[src/rtl/reg_cmd_ctrl.sv]
// reg_cmd_ctrl: parses UART byte frames (AA addr data = write, BB addr = read) into register-file strobes.
// Optional CMD_ERR_RESP_EN: unknown opcodes and read timeouts answer with an 0xEE byte via ERR_SEND.
module reg_cmd_ctrl #(
    parameter int                    DATA_WIDTH = 8,
    parameter int                    ADDR_WIDTH = 4,
    parameter logic [DATA_WIDTH-1:0] WR_CMD     = 8'hAA,
    parameter logic [DATA_WIDTH-1:0] RD_CMD     = 8'hBB,
    parameter int                    RD_TIMEOUT = 15
) (
    input  logic                  clk,
    input  logic                  reset,
    input  logic [DATA_WIDTH-1:0] rx_data,
    input  logic                  rx_valid,
    input  logic [DATA_WIDTH-1:0] RdData,
    input  logic                  RdData_Valid,
    input  logic                  tx_busy,
    output logic                  WrEN,
    output logic                  RdEN,
    output logic [ADDR_WIDTH-1:0] address,
    output logic [DATA_WIDTH-1:0] WrData,
    output logic [DATA_WIDTH-1:0] tx_data,
    output logic                  tx_valid,
    output logic                  busy,
    output logic                  rd_timeout
);

    localparam int CNT_W = $clog2(RD_TIMEOUT + 1);
    localparam logic [CNT_W-1:0] CNT_LIMIT = CNT_W'(RD_TIMEOUT);
`ifdef CMD_ERR_RESP_EN
    localparam logic [DATA_WIDTH-1:0] ERR_BYTE = DATA_WIDTH'(8'hEE);
`endif

    typedef enum logic [2:0] {
        IDLE,
        WR_ADDR,
        WR_DATA,
        RD_ADDR,
        RD_REQ,
        RD_WAIT,
        TX_SEND
`ifdef CMD_ERR_RESP_EN
        , ERR_SEND
`endif
    } state_t;

    state_t                state, state_nxt;
    logic [ADDR_WIDTH-1:0] address_nxt;
    logic [DATA_WIDTH-1:0] wr_data_nxt, tx_data_nxt, rd_buf, rd_buf_nxt;
    logic [CNT_W-1:0]      cnt, cnt_nxt, cnt_inc;
    logic                  wr_en_nxt, rd_en_nxt, tx_valid_nxt, rd_timeout_nxt;

    assign cnt_inc = cnt + CNT_W'(1);

    // NOTE: every signal gets a default before the case so no path leaves one unassigned (no latches).
    always_comb begin
        state_nxt      = state;
        address_nxt    = address;
        wr_data_nxt    = WrData;
        tx_data_nxt    = tx_data;
        rd_buf_nxt     = rd_buf;
        cnt_nxt        = cnt;
        wr_en_nxt      = 1'b0;
        rd_en_nxt      = 1'b0;
        tx_valid_nxt   = 1'b0;
        rd_timeout_nxt = 1'b0;
        case (state)
            IDLE: begin
                if (rx_valid) begin
                    if (rx_data == WR_CMD)      state_nxt = WR_ADDR;
                    else if (rx_data == RD_CMD) state_nxt = RD_ADDR;
`ifdef CMD_ERR_RESP_EN
                    else                        state_nxt = ERR_SEND;
`endif
                end
            end
            WR_ADDR: begin
                if (rx_valid) begin
                    address_nxt = rx_data[ADDR_WIDTH-1:0];
                    state_nxt   = WR_DATA;
                end
            end
            WR_DATA: begin
                if (rx_valid) begin
                    wr_data_nxt = rx_data;
                    wr_en_nxt   = 1'b1;
                    state_nxt   = IDLE;
                end
            end
            RD_ADDR: begin
                if (rx_valid) begin
                    address_nxt = rx_data[ADDR_WIDTH-1:0];
                    rd_en_nxt   = 1'b1;
                    state_nxt   = RD_REQ;
                end
            end
            RD_REQ: begin
                cnt_nxt   = '0;
                state_nxt = RD_WAIT;
            end
            RD_WAIT: begin
                // Data arriving on the final wait cycle still wins over the timeout.
                if (RdData_Valid) begin
                    rd_buf_nxt = RdData;
                    state_nxt  = TX_SEND;
                end else begin
                    cnt_nxt = cnt_inc;
                    if (cnt_inc == CNT_LIMIT) begin
                        rd_timeout_nxt = 1'b1;
`ifdef CMD_ERR_RESP_EN
                        state_nxt      = ERR_SEND;
`else
                        state_nxt      = IDLE;
`endif
                    end
                end
            end
            TX_SEND: begin
                if (!tx_busy) begin
                    tx_data_nxt  = rd_buf;
                    tx_valid_nxt = 1'b1;
                    state_nxt    = IDLE;
                end
            end
`ifdef CMD_ERR_RESP_EN
            ERR_SEND: begin
                if (!tx_busy) begin
                    tx_data_nxt  = ERR_BYTE;
                    tx_valid_nxt = 1'b1;
                    state_nxt    = IDLE;
                end
            end
`endif
            default: state_nxt = IDLE;
        endcase
    end

    // NOTE: sequential state uses non-blocking assignments so every register samples pre-edge values.
    always_ff @(posedge clk or negedge reset) begin
        if (!reset) begin
            state      <= IDLE;
            address    <= '0;
            WrData     <= '0;
            tx_data    <= '0;
            rd_buf     <= '0;
            cnt        <= '0;
            WrEN       <= 1'b0;
            RdEN       <= 1'b0;
            tx_valid   <= 1'b0;
            rd_timeout <= 1'b0;
            busy       <= 1'b0;
        end else begin
            state      <= state_nxt;
            address    <= address_nxt;
            WrData     <= wr_data_nxt;
            tx_data    <= tx_data_nxt;
            rd_buf     <= rd_buf_nxt;
            cnt        <= cnt_nxt;
            WrEN       <= wr_en_nxt;
            RdEN       <= rd_en_nxt;
            tx_valid   <= tx_valid_nxt;
            rd_timeout <= rd_timeout_nxt;
            busy       <= (state_nxt != IDLE);
        end
    end

endmodule
[config.mk]
export PLATFORM = sky130hd
export DESIGN_NAME = reg_cmd_ctrl
export DESIGN_NICKNAME = d
export VERILOG_FILES = /design/src/rtl/reg_cmd_ctrl.sv
export SDC_FILE = /design/constraint.sdc
export NUM_CORES = 1
export LEC_CHECK = 0
export CAP_MARGIN = 5
export CORE_ASPECT_RATIO = 0.8
export CORE_UTILIZATION = 45
export CTS_CLUSTER_SIZE = 24
export DETAILED_ROUTE_END_ITERATION = 10
export MAX_ROUTING_LAYER = met4
export PLACE_DENSITY_LB_ADDON = 0.1
export SETUP_SLACK_MARGIN = 0.2
export SLEW_MARGIN = 20
export SYNTH_ARGS = -nofsm -noshare
export SYNTH_HDL_FRONTEND = slang
export SYNTH_SLANG_ARGS = --single-unit
[constraint.sdc]
create_clock -name clk -period 4.25 [get_ports clk]
set_input_delay 0.6375 -clock clk [delete_from_list [all_inputs] [get_ports clk]]
set_output_delay 0.6375 -clock clk [all_outputs]
set_load 0.02 [all_outputs]
==> flow_summary.yaml <==
status:
  status: "completed"
finish:
  layout_commonest_cell: "clkdlybuf4s50_1"
  final_layout_size_suffix_gt1_share_pct: 27.6
  antenna_cells: 0
  layout.nets: 203
  area_delta_synth_final_pct: 32.7
  final_cell_mix: "44 x clkdlybuf4s50_1, 40 x dfrtp_1, 29 x mux2_2, 7 x nand2_1"
route:
  first_pass_iters: 6
  drcViolationCount: 0
  via_count: 1231
  routedWlPerCell_um: 14.8
  drtAntennaViolNets: 0
  drt-total-wl_um: 3500
  drtIter0Drc: 59
  viasPerCell: 5.22
synthesis:
  synth_compound_area_share_pct: 9.42
  synth.distinct_cells: 41
  yosysSeqAreaShare_pct: 55.8
  ys_seq_elements: 40
  synth_fp_nets: 155
  syn-cell-area_um2: 1790
  syn-mean-instance-area_um2: 13.6
  synth-xor-area-share_pct: 0.488
  synthSimpleGateAreaFrac_pct: 11.2
  synth.mux.area_fraction_pct: 18.2
  synth_top_family_by_area: "multiplexers"
  netlist_instances: 132
  ys_warn_count: 0
  synth_adder_area_share_pct: 1.40
power:
  p_clk_share_pct: 18.7
  p_per_area_nw_per_um2: 672
  switching_share_pct: 33.3
  power.internal_w: 0.00107
  seqPwrFrac_pct: 41.3
  p_leak_nw: 1.05
  combinationalPowerShare_pct: 40.0
  power.switching_w: 0.000533
  ir_worst_vdd_v: 0.000395
  finalPower_w: 0.00160
timing:
  rsz0062_at_grt: "false"
  max_freq_mhz: 515
  min_period_over_period_pct: 45.7
  setup-violations-final: 0
  skew_ns: 0.00357
  setup_tns_ns: 0
  slew_headroom_pct: 41.4
  slew_viol_final: 0
  fin_crit_ns: 1.94
  tightest_slew_ns: 0.879
  report.final.hold_viol_count: 0
  timing.hold.ws_ns: 0.461
  fin_ws_ns: 2.31
worst_setup_path:
  cp_max_fo: 9
  cp-start-kind: "input pin"
  crit_type: "in -> reg"
  crit_slowest_cell: "clkdlybuf4s50_1"
  arrival_ns: 2.12
  path_cells: "clkdlybuf4s50_1 -> nor2b_4 -> nand2_1 -> nor2_4 -> mux2_2"
  critPathRequiredTime_ns: 4.43
  end_kind: "flop"
  max_stage_delay_ns: 0.55
placed_design:
  port_buffers: 45
  finalWeightedCongestion: 0.768
  dp_slack_ns: 2.00
  dp_hpwl_um: 2570
global_route:
  grt_start_max_net_pins: 41
  grt_pass1_vias: 1260
  grt_overflow_total: 0
  antenna_found_initial: 0
  grt_use_total_pct: 19.7
  grt_pass1_wl_um: 5930
clock_tree:
  cts_setup_buffers: 0
  clkSinkCount: 40
  clockRootBuffer: "clkbuf_8"
  worstSkewPairLatency_ns: 0.29
  cts_hold_buffers: 0
  clkTransAtPathRegs_ns: 0.07
  cts_inserted_buffers: 5
  cts_tree: "done"
  cts_max_level: 2
  clockBufferDepth: 2
  post_cts_resized: 0
hold_path:
  hp-class: "in -> async"
floorplanning:
  row_count: 20
  die_h_um: 58.5
  io_pins: 46
  core_area_um2: 3800
  die-area_um2: 4240
  die_width_um: 72.6
  start_util_pct: 47.1
run:
  max-cap-violations: 0
## worst paths after layout
path                               to  depth (start not counted)  slack (ns)  startpoint
max in group asynchronous  address[1]                          1        3.23       reset
setup / recovery            WrData[0]                          5        2.31    rx_valid
hold reg to reg             rd_buf[5]                          1        0.51   rd_buf[5]
min in group clk            rd_buf[5]                          1        0.51   rd_buf[5]
setup reg to reg                 busy                          4        2.49    state[0]
hold / removal                 cnt[1]                          1        0.46       reset
## area by class of cell
cell class,instances,area [um2]
Clock inverter,2,35.0
Fill cell,301,1420
Inverter,5,18.8
Timing Repair Buffer,46,453
Sequential cell,40,1000
Clock buffer,6,72.6
Tap cell,55,68.8
Multi-Input combinational cell,82,731
## cells by family after synthesis
| kind of cell | after synthesis |
|---|---|
| AND/OR/NAND/NOR | 30 |
| AO/OA/AOI/OAI | 20 |
| flip-flops | 40 |
| multiplexers | 29 |
| XOR/XNOR | 1 |
| adder cells (fa/ha/maj) | 2 |
| buffers and inverters | 10 |
## state kept, by name, summed over array words and instances, names as in the netlist
register    count
address         4
WrData          8
tx_valid        1
WrEN            1
busy            1
rd_buf          8
RdEN            1
rd_timeout      1
cnt             4
state           3
tx_data         8
## worst max-delay path, delay by kind of cell
kind | cells | cell delay [ns]
simple gates | 3 | 0.56
buf+inv | 1 | 0.55
mux | 1 | 0.38
## metrics by stage
stage	instance area, um2	util [%]	std cells
2_1_floorplan	1790	-	132
3_3_place_gp	2270	59.7	228
3_5_place_dp	2270	59.7	228
4_1_cts	2380	62.6	236
5_1_grt	2380	62.6	236
6_report	2380	62.6	236
## Yosys cell counts
master	count	area share, %
o21ai_1	1	0.28
nor4b_1	1	0.49
a21o_1	1	0.42
nand2_1	7	1.5
a31o_2	1	0.49
nor2b_2	1	0.49
a21oi_1	1	0.28
nor2b_4	1	0.77
nor2b_1	1	0.35
nand3_2	1	0.56
o22ai_2	1	0.70
nor2_4	1	0.63
nand2b_1	1	0.35
nor2_1	3	0.63
nand3b_1	1	0.42
nand2b_2	1	0.49
and2b_1	1	0.42
mux2_2	29	18
o211a_1	1	0.56
buf_2	1	0.28
a22o_1	4	2.0
a2111o_1	1	0.63
buf_4	2	0.84
nand3_1	1	0.28
a21boi_0	1	0.42
or2b_1	1	0.42
xnor2_1	1	0.49
and3_4	1	0.63
a21o_2	1	0.49
nand4_1	2	0.70
and3b_1	2	0.98
ha_1	2	1.4
nor3_1	1	0.28
o221ai_2	2	1.7
or3b_2	1	0.49
nor3b_1	1	0.42
dfrtp_1	40	56
inv_1	5	1.0
buf_6	2	1.3
o21ai_0	4	1.1
o31ai_1	1	0.42
## per-layer routing
layer | wire (um) | GRT usage (%) | up-vias
li1 | - | - | 577
met1 | 1560 | 23.9 | 613
met2 | 1690 | 29.6 | 33
met3 | 192 | 7.88 | 8
met4 | 63 | 7.56 | 0
met5 | 0 | - | -
## power groups by stage
stage	logic, W	clock network [W]	registers, W
finish	0.000639	0.000299	0.000660
global route	0.000686	0.000325	0.000684
CTS	0.000647	0.000309	0.000662
detailed placement	0.000644	0	0.000667
global placement	0.000626	0	0.000650
floorplan	0.000309	0	0.000730
No activity file was read; power rests on OpenSTA's default activity.
